--- src/rtl/pipeline_debug_unit.sv ---
// Debug controller for the pipeline freeze line: runs, single-steps or halts the pipeline from
// UART command bytes and streams a frozen snapshot of the pipeline state back out as bytes.
module pipeline_debug_unit #(
  parameter int unsigned N_WORDS  = 4,
  parameter logic [7:0]  CMD_RUN  = 8'h52,
  parameter logic [7:0]  CMD_STEP = 8'h53,
  parameter logic [7:0]  CMD_DUMP = 8'h44,
  parameter logic [7:0]  CMD_HALT = 8'h48
) (
  input  logic                    clk,
  input  logic                    rst,
  input  logic [7:0]              rx_data,
  input  logic                    rx_valid,
  input  logic                    halt_in,
  input  logic [32*N_WORDS-1:0]   dump_data,
  output logic [7:0]              tx_data,
  output logic                    tx_valid,
  input  logic                    tx_ready,
  output logic                    stop_debug,
  output logic                    step_done,
  output logic                    busy
);

  localparam int unsigned N_BYTES = 4 * N_WORDS;
  localparam int unsigned CNT_W   = (N_BYTES > 2) ? $clog2(N_BYTES) : 1;
  localparam int unsigned SNAP_W  = 32 * N_WORDS;
  localparam logic [CNT_W-1:0] LAST_BYTE = CNT_W'(N_BYTES - 1);

  typedef enum logic [1:0] {
    ST_IDLE = 2'd0,
    ST_RUN  = 2'd1,
    ST_STEP = 2'd2,
    ST_DUMP = 2'd3
  } state_e;

  state_e            state_q;
  logic [CNT_W-1:0]  byte_cnt_q;
  logic [CNT_W-1:0]  byte_cnt_d;
  logic [SNAP_W-1:0] snap_q;
  logic [7:0]        next_byte_c;

  // Byte that follows the one currently on tx_data; word 0 first, each word LSB first.
  assign byte_cnt_d  = byte_cnt_q + CNT_W'(1);
  assign next_byte_c = snap_q[{byte_cnt_d, 3'b000} +: 8];

  always_ff @(posedge clk or posedge rst) begin
    if (rst) begin
      state_q    <= ST_IDLE;
      byte_cnt_q <= '0;
      snap_q     <= '0;
      tx_data    <= 8'h00;
      tx_valid   <= 1'b0;
      stop_debug <= 1'b1;
      step_done  <= 1'b0;
      busy       <= 1'b0;
    end else begin
      step_done <= 1'b0;
      case (state_q)
        ST_IDLE: begin
          if (rx_valid) begin
            if (rx_data == CMD_RUN) begin
              state_q    <= ST_RUN;
              stop_debug <= 1'b0;
              busy       <= 1'b1;
            end else if (rx_data == CMD_STEP) begin
              state_q    <= ST_STEP;
              stop_debug <= 1'b0;
              busy       <= 1'b1;
            end else if (rx_data == CMD_DUMP) begin
              // Snapshot is frozen here; later dump_data changes never reach the output.
              state_q    <= ST_DUMP;
              snap_q     <= dump_data;
              tx_data    <= dump_data[7:0];
              tx_valid   <= 1'b1;
              byte_cnt_q <= '0;
              busy       <= 1'b1;
            end
          end
        end

        ST_RUN: begin
          if (halt_in || (rx_valid && (rx_data == CMD_HALT))) begin
            state_q    <= ST_IDLE;
            stop_debug <= 1'b1;
            busy       <= 1'b0;
          end
        end

        ST_STEP: begin
          state_q    <= ST_IDLE;
          stop_debug <= 1'b1;
          step_done  <= 1'b1;
          busy       <= 1'b0;
        end

        ST_DUMP: begin
          // tx_data only advances on a completed handshake, so it holds while stalled.
          if (tx_ready) begin
            if (byte_cnt_q == LAST_BYTE) begin
              state_q    <= ST_IDLE;
              tx_valid   <= 1'b0;
              byte_cnt_q <= '0;
              busy       <= 1'b0;
            end else begin
              byte_cnt_q <= byte_cnt_d;
              tx_data    <= next_byte_c;
            end
          end
        end

        default: begin
          state_q    <= ST_IDLE;
          stop_debug <= 1'b1;
          tx_valid   <= 1'b0;
          busy       <= 1'b0;
        end
      endcase
    end
  end

endmodule

--- config.mk ---
export PLATFORM = sky130hd
export DESIGN_NAME = pipeline_debug_unit
export DESIGN_NICKNAME = d
export VERILOG_FILES = /design/src/rtl/pipeline_debug_unit.sv
export SDC_FILE = /design/constraint.sdc
export NUM_CORES = 1
export LEC_CHECK = 0
export CORE_ASPECT_RATIO = 1.1
export CORE_MARGIN = 5
export CORE_UTILIZATION = 51
export CTS_BUF_LIST = sky130_fd_sc_hd__clkbuf_16
export DETAILED_ROUTE_END_ITERATION = 7
export GPL_TIMING_DRIVEN = 0
export PLACE_DENSITY = 0.81
export SETUP_SLACK_MARGIN = 0.2
export SYNTH_ARGS = -nofsm -noshare
export SYNTH_HDL_FRONTEND = slang
export SYNTH_SLANG_ARGS = --single-unit
--- constraint.sdc ---
create_clock -name clk -period 6.4 [get_ports clk]
set_input_delay 1.28 -clock clk [delete_from_list [all_inputs] [get_ports clk]]
set_output_delay 1.28 -clock clk [all_outputs]
set_load 0.01 [all_outputs]
==> results of run 1 <==
## area by class of cell
| class | instances | area [sq um] |
|---|---|---|
| tap | 161 | 201 |
| sequential | 146 | 3650 |
| clock buffer | 17 | 425 |
| inverter | 6 | 27.5 |
| multi-input combinational | 297 | 3000 |
| timing repair buffer | 153 | 1550 |
| buffer | 28 | 221 |
| fill | 941 | 3940 |
| clock inverter | 15 | 190 |
## kinds of logic after synthesis
kind of cell	Yosys count	share of synthesized area, %
adders and majority gates	6	1.09
buffers and inverters	34	3.54
and+or+nand+nor	93	6.56
muxes	166	32.3
AOI/OAI and AO/OA	28	3.05
xor gates and xnor gates	4	0.508
DFF	146	53.0
## synth_stat cells (2+ instances only)
cell,number,area [sq um]
xor2_1,2,17.5
xnor2_1,2,17.5
mux2i_1,3,30.0
dfrtp_1,145,3630
ha_1,6,75.1
nand2b_1,3,18.8
mux4_2,32,721
clkbuf_1,3,11.3
buf_6,8,90.1
o21ai_0,10,50.1
nand2_1,45,169
and3_1,2,12.5
buf_4,14,105
mux2_2,10,113
mux2_1,120,1350
inv_1,6,22.5
nand3_1,26,130
nor2_1,10,37.5
buf_2,3,15.0
a31oi_1,9,56.3
## routing by layer
layer	part of all wire (%)	GRT usage, %	wire length [um]
met1	41	29.0	7050
met2	50	37.4	8690
met3	6.5	6.61	1130
met4	2.5	9.32	437
met5	0	0	0
## state kept, by name, summed over array words and instances, names as in the netlist
name	count
tx_data	8
tx_valid	1
stop_debug	1
step_done	1
byte_cnt_q	4
snap_q	128
state_q	2
busy	1
## power breakdown
group	switching, mW	internal [mW]
Clock	0.378	0.648
Sequential	0.0566	1.01
Combinational	0.428	0.401
Total	0.863	2.06
## per-stage QoR
stage                     setup TNS, ns  hold slack (ns)  util, %
final                                 0            0.481     70.2
after global routing                  0            0.494     70.2
after CTS                             0            0.483     70.2
after detailed placement              0            0.470     65.5
after global placement           -78.65            0.462     65.3
after floorplan                       0            0.452        -
## how the worst max path moves through the flow
| stage | from | end | slack [ns] | cells past startpoint |
|---|---|---|---|---|
| final | rx_data[5] | snap_q[72] | 3.43 | 7 |
| after global routing | rx_data[5] | snap_q[16] | 3.27 | 7 |
| after CTS | rx_data[5] | snap_q[72] | 3.43 | 7 |
| after detailed placement | rx_data[5] | snap_q[31] | 3.00 | 7 |
| after global placement | rst | snap_q[61] | -0.55 | 2 |
| after floorplan | rst | busy | 1.20 | 1 |
## worst reg2reg max path, delay by kind of cell, from the launching register on
kind	cells	cell delay [ns]
simple gates	3	0.41
fa+ha+maj	1	0.30
mux	1	0.35
flops	1	0.40
buf+inv	3	0.75
compound gates	1	0.09
==> impl_metrics.py, run 1 <==
metrics = {
    "run_status": {
        "outcome": "finished, final reports clean",
    },
    "cells_and_area": {
        "finalNetCount": 796,
        "antenna_cells": 0,
        "final_common_cell": "clkdlybuf4s50_1",
        "design_area_sq_um": 9270,
        "fin_cells": 823,
        "drive_gt1_share_pct": 16.6,
        "final_cell_mix": "152 x clkdlybuf4s50_1, 145 x dfrtp_1, 120 x mux2_1",
        "area_growth_pct": 34.4,
    },
    "global_routing": {
        "grtUsageTotal_pct": 23.0,
        "grt_overflow": 0,
        "grt_max_degree": 103,
        "antenna_found_initial": 0,
        "grt_pass1_wl_um": 28300,
        "first_global_vias": 5252,
    },
    "logic_synthesis": {
        "synth_edf_count": 0,
        "syn_nets": 624,
        "avgSynthCellArea_sq_um": 14.5,
        "ys_warn_count": 0,
        "synth_top_flop_cell": "dfrtp_1",
        "syn-cell-area_sq_um": 6900,
        "synth.distinct_cells": 38,
        "synth-async-reset-ratio_pct": 100,
        "synth.ff_latch_count": 146,
        "seq_area_frac_synth_pct": 53.0,
        "netlist_instances": 477,
    },
    "timing": {
        "drv_slew": 0,
        "hold_viol": 0,
        "grt_setup_unrepaired": "false",
        "relSlewSlack_pct": 47.9,
        "fin_crit_sh_pct": 46.5,
        "final-setup-viol-count": 0,
        "finalWorstSetupSlack_ns": 3.43,
        "final.setup_skew_ns": 0.00718,
        "clock.fmax_ghz": 0.336,
        "fin_crit_ns": 2.97,
        "tightest_slew_ns": 0.776,
    },
    "clock_tree": {
        "ctsLongestPathBuffers": 2,
        "htreeDepth": 4,
        "cts-resized-gates": 0,
        "postCtsSetupRepairBufs": 0,
        "cts_root_buf": "clkbuf_16",
        "cts_buffers": 17,
        "path_clk_slew_ns": 0.06,
        "ctsHoldBuffers": 0,
        "cts.sinks": 146,
        "clk_latency_ns": 0.42,
        "cts_tree": "built",
    },
    "route": {
        "drt-vias-per-instance": 5.67,
        "first_pass_iters": 4,
        "drt_iter0_drc": 242,
        "drt-total-wl_um": 17300,
        "vias": 4663,
        "ant_nets": 0,
        "wl_per_cell_um": 21.0,
        "drc": 0,
    },
    "worst_setup_path": {
        "slowest_stage": "clkdlybuf4s50_1",
        "r2r_start": "byte_cnt_q[1]",
        "worstPathRequired_ns": 6.69,
        "cp_top_family": "buffers and inverters",
        "r2r_end": "tx_data[5]",
        "crit_path_cell_trace": "clkdlybuf4s50_1, nor4b_4, nand3_4, nor2_2, buf_4, buf_4, mux2_1",
        "cp_max_fo": 10,
        "crit_arrival_ns": 3.27,
        "crit_path_end_kind": "flip-flop",
        "ff2ff_path_depth": 9,
        "worst_setup_path_start_kind": "input pin",
        "crit_type": "input pin to flip-flop",
        "cpMostUsedCell": "buf_4",
        "cp_num_buf_inv": 3,
        "slowest_delay_ns": 0.46,
        "rrSetupSlack_ns": 3.99,
    },
    "floorplan": {
        "die_area_sq_um": 16000,
        "rows": 44,
        "initial_core_util_pct": 52.2,
        "die_y_um": 132,
        "die_width_um": 121,
        "coreArea_sq_um": 13200,
        "ios": 153,
    },
    "placement": {
        "io_buffers": 152,
        "gp_congestion": 0.840,
        "place_inst": 791,
        "dp_hpwl_um": 12900,
        "dpl_worst_slack_ns": 3.00,
        "dpl_cell_area_sq_um": 8660,
    },
    "hold_path": {
        "hp-start": "snap_q[23]",
        "min_path_type": "flip-flop to flip-flop",
        "worstHoldEndpoint": "snap_q[23]",
        "holdPathStages": 1,
    },
    "power": {
        "vdd_drop_max_mv": 0.199,
        "p_total_mw": 2.92,
        "leakage_nw": 4.39,
        "p_per_area_nw_per_um2": 315,
    },
    "job": {
        "cap_violations": 0,
    },
}
Note: power is estimated with default switching activity, not from simulation.
==> inputs of run 2 (changes only) <==
==> constraint.sdc (replaced) <==
create_clock -name clk -period 2.78 [get_ports clk]
set_input_delay 0.556 -clock clk [delete_from_list [all_inputs] [get_ports clk]]
set_output_delay 0.556 -clock clk [all_outputs]
set_load 0.01 [all_outputs]
==> run 2 against run 1 <==
Against the previous run: core utilization rose by 0.32 points; critical path type is now flip-flop to flip-flop; sequential cell count did not move; sequential power rose by 130%; largest power group unchanged; critical endpoint is now tx_data[5]; highest routed layer unchanged; cell count rose by 0.36%.
==> impl_metrics.py, run 2 (synthesis results as in run 1) <==
metrics = {
    "power": {
        "comb_power_share_pct": 28.5,
        "p_total_mw": 6.81,
        "p_seq_share_pct": 36.1,
        "p_int_mw": 4.82,
        "leakage_nw": 4.41,
        "p_sw_share_pct": 29.2,
        "clkPwrFrac_pct": 35.4,
        "switching_power_mw": 1.98,
        "p_per_area_nw_per_um2": 731,
        "vdd_drop_max_mv": 0.439,
    },
    "timing": {
        "clock.fmax_ghz": 0.415,
        "finalWorstSetupSlack_ns": 0.368,
        "final.setup_skew_ns": 0.00880,
        "hold_viol": 0,
        "drv_slew": 0,
        "relSlewSlack_pct": 43.8,
        "fin_crit_sh_pct": 86.8,
        "grt_setup_unrepaired": "false",
        "fin_crit_ns": 2.41,
        "tightest_slew_ns": 0.841,
        "final-setup-viol-count": 0,
    },
    "cells_and_area": {
        "finalNetCount": 798,
        "final_cell_mix": "152 x clkdlybuf4s50_1, 145 x dfrtp_1, 120 x mux2_1",
        "area_growth_pct": 35.0,
        "fin_util_pct": 70.5,
        "largest_register": "snap_q",
        "drive_gt1_share_pct": 16.0,
        "final_common_cell": "clkdlybuf4s50_1",
        "top_regs": "snap_q (128), tx_data (8), byte_cnt_q (4)",
        "fin_cells": 826,
        "largest_reg_flops": 128,
        "multi_input_area_sq_um": 3000,
        "n_fill_cell": 890,
        "regArea_sq_um": 3650,
    },
    "job": {
        "cap_violations": 0,
    },
    "placement": {
        "place_inst": 793,
        "dp_hpwl_um": 13200,
        "gp_congestion": 0.836,
        "dpl_worst_slack_ns": 0.0635,
        "io_buffers": 152,
    },
    "global_routing": {
        "grt_pass1_wl_um": 28700,
        "grt_max_degree": 44,
        "first_global_vias": 5388,
        "grtUsageTotal_pct": 23.5,
        "antenna_found_initial": 1,
        "grt_overflow": 0,
    },
    "floorplan": {
        "ios": 153,
        "initial_core_util_pct": 52.2,
        "die_y_um": 132,
        "coreArea_sq_um": 13200,
        "die_area_sq_um": 16000,
        "rows": 44,
        "die_width_um": 121,
    },
    "clock_tree": {
        "cts.sinks": 146,
        "path_clk_slew_ns": 0.06,
        "ctsLongestPathBuffers": 2,
        "clk_latency_ns": 0.42,
        "cts_root_buf": "clkbuf_16",
        "cts_tree": "built",
        "cts_buffers": 17,
        "postCtsSetupRepairBufs": 0,
        "ctsHoldBuffers": 0,
        "cts-resized-gates": 0,
        "htreeDepth": 4,
    },
    "route": {
        "drc": 0,
        "drt-vias-per-instance": 5.70,
        "wl_met1_um": 6750,
        "first_pass_iters": 6,
        "drt_iter0_drc": 285,
        "routed-wl-met2_um": 8970,
        "drt-total-wl_um": 17500,
        "vias": 4709,
        "routed.top_layer": "met4",
        "ant_nets": 0,
        "wl_per_cell_um": 21.2,
        "route.met3.wl_um": 1340,
    },
    "worst_setup_path": {
        "crit_path_end_kind": "flip-flop",
        "crit_type": "flip-flop to flip-flop",
        "cp_max_fo": 10,
        "r2r_end": "tx_data[5]",
        "crit_path_cell_trace": "ha_1, buf_2, buf_4, buf_4, mux4_2, nand2_1, nand3_1, nand3_1, a31oi_1",
        "cp_num_cells": 9,
        "rrSetupSlack_ns": 0.37,
        "worst_setup_path_start_kind": "flip-flop",
        "worstPathRequired_ns": 3.08,
        "slowest_delay_ns": 0.40,
        "cp_num_buf_inv": 3,
        "r2r_start": "byte_cnt_q[1]",
        "ff2ff_path_depth": 9,
        "slowest_stage": "dfrtp_1",
        "crit_arrival_ns": 2.72,
        "cp_top_family": "buffers and inverters",
    },
    "hold_path": {
        "worstHoldEndpoint": "snap_q[126]",
        "holdPathStages": 1,
        "min_path_type": "flip-flop to flip-flop",
        "hp-start": "snap_q[126]",
    },
    "run_status": {
        "outcome": "finished, final reports clean",
    },
}
## run 2: cell count changes in the layout (fill, tap and decap cells not counted), sizes merged
cell,before,now
diode,0,1
clkinvlp,3,2
inv,7,8
buf,26,28
bufinv,4,5
clkinv,7,6
## run 2: worst max-delay path by stage
| stage | startpoint | end | slack [ns] |
|---|---|---|---|
| 2_1_floorplan | rst | busy | 0.39 |
| 4_1_cts | byte_cnt_q[1] | tx_data[5] | 0.39 |
| 3_3_place_gp | rst | snap_q[8] | -0.76 |
| 3_5_place_dp | rx_data[5] | snap_q[29] | 0.06 |
| 6_report | byte_cnt_q[1] | tx_data[5] | 0.37 |
| 5_1_grt | byte_cnt_q[1] | tx_data[3] | 0.23 |
## run 2: power by group through the flow
stage | clock [mW] | combinational, mW | sequential [mW]
6_report | 2.41 | 1.94 | 2.46
5_1_grt | 2.54 | 2.12 | 2.48
4_1_cts | 2.44 | 1.95 | 2.46
3_5_place_dp | 0 | 1.93 | 2.49
3_3_place_gp | 0 | 1.88 | 2.48
2_1_floorplan | 0 | 1.16 | 2.49
## run 2: metrics by stage
step	cell area (sq um)	setup TNS [ns]	hold WS (ns)
finish	9320	0	0.480
CTS	9310	0	0.481
detailed placement	8690	0	0.469
floorplan	6910	0	0.452
global placement	8630	-108.60	0.462
global route	9320	0	0.494
## run 2: final cells by class
type	instances	area share [%]
Clock inverter	15	2.14
Inverter	6	0.282
Buffer	28	2.38
Timing Repair Buffer	155	17.0
Multi-Input combinational cell	297	32.2
Clock buffer	17	4.57
Tap cell	161	2.16
Antenna cell	1	0.0269
Sequential cell	146	39.2
## run 2: metal layers
| layer | global-route usage (%) | vias to the layer above |
|---|---|---|
| li1 | - | 2098 |
| met5 | 0 | - |
| met1 | 28.5 | 2401 |
| met2 | 38.8 | 172 |
| met4 | 9.26 | 0 |
| met3 | 7.55 | 38 |
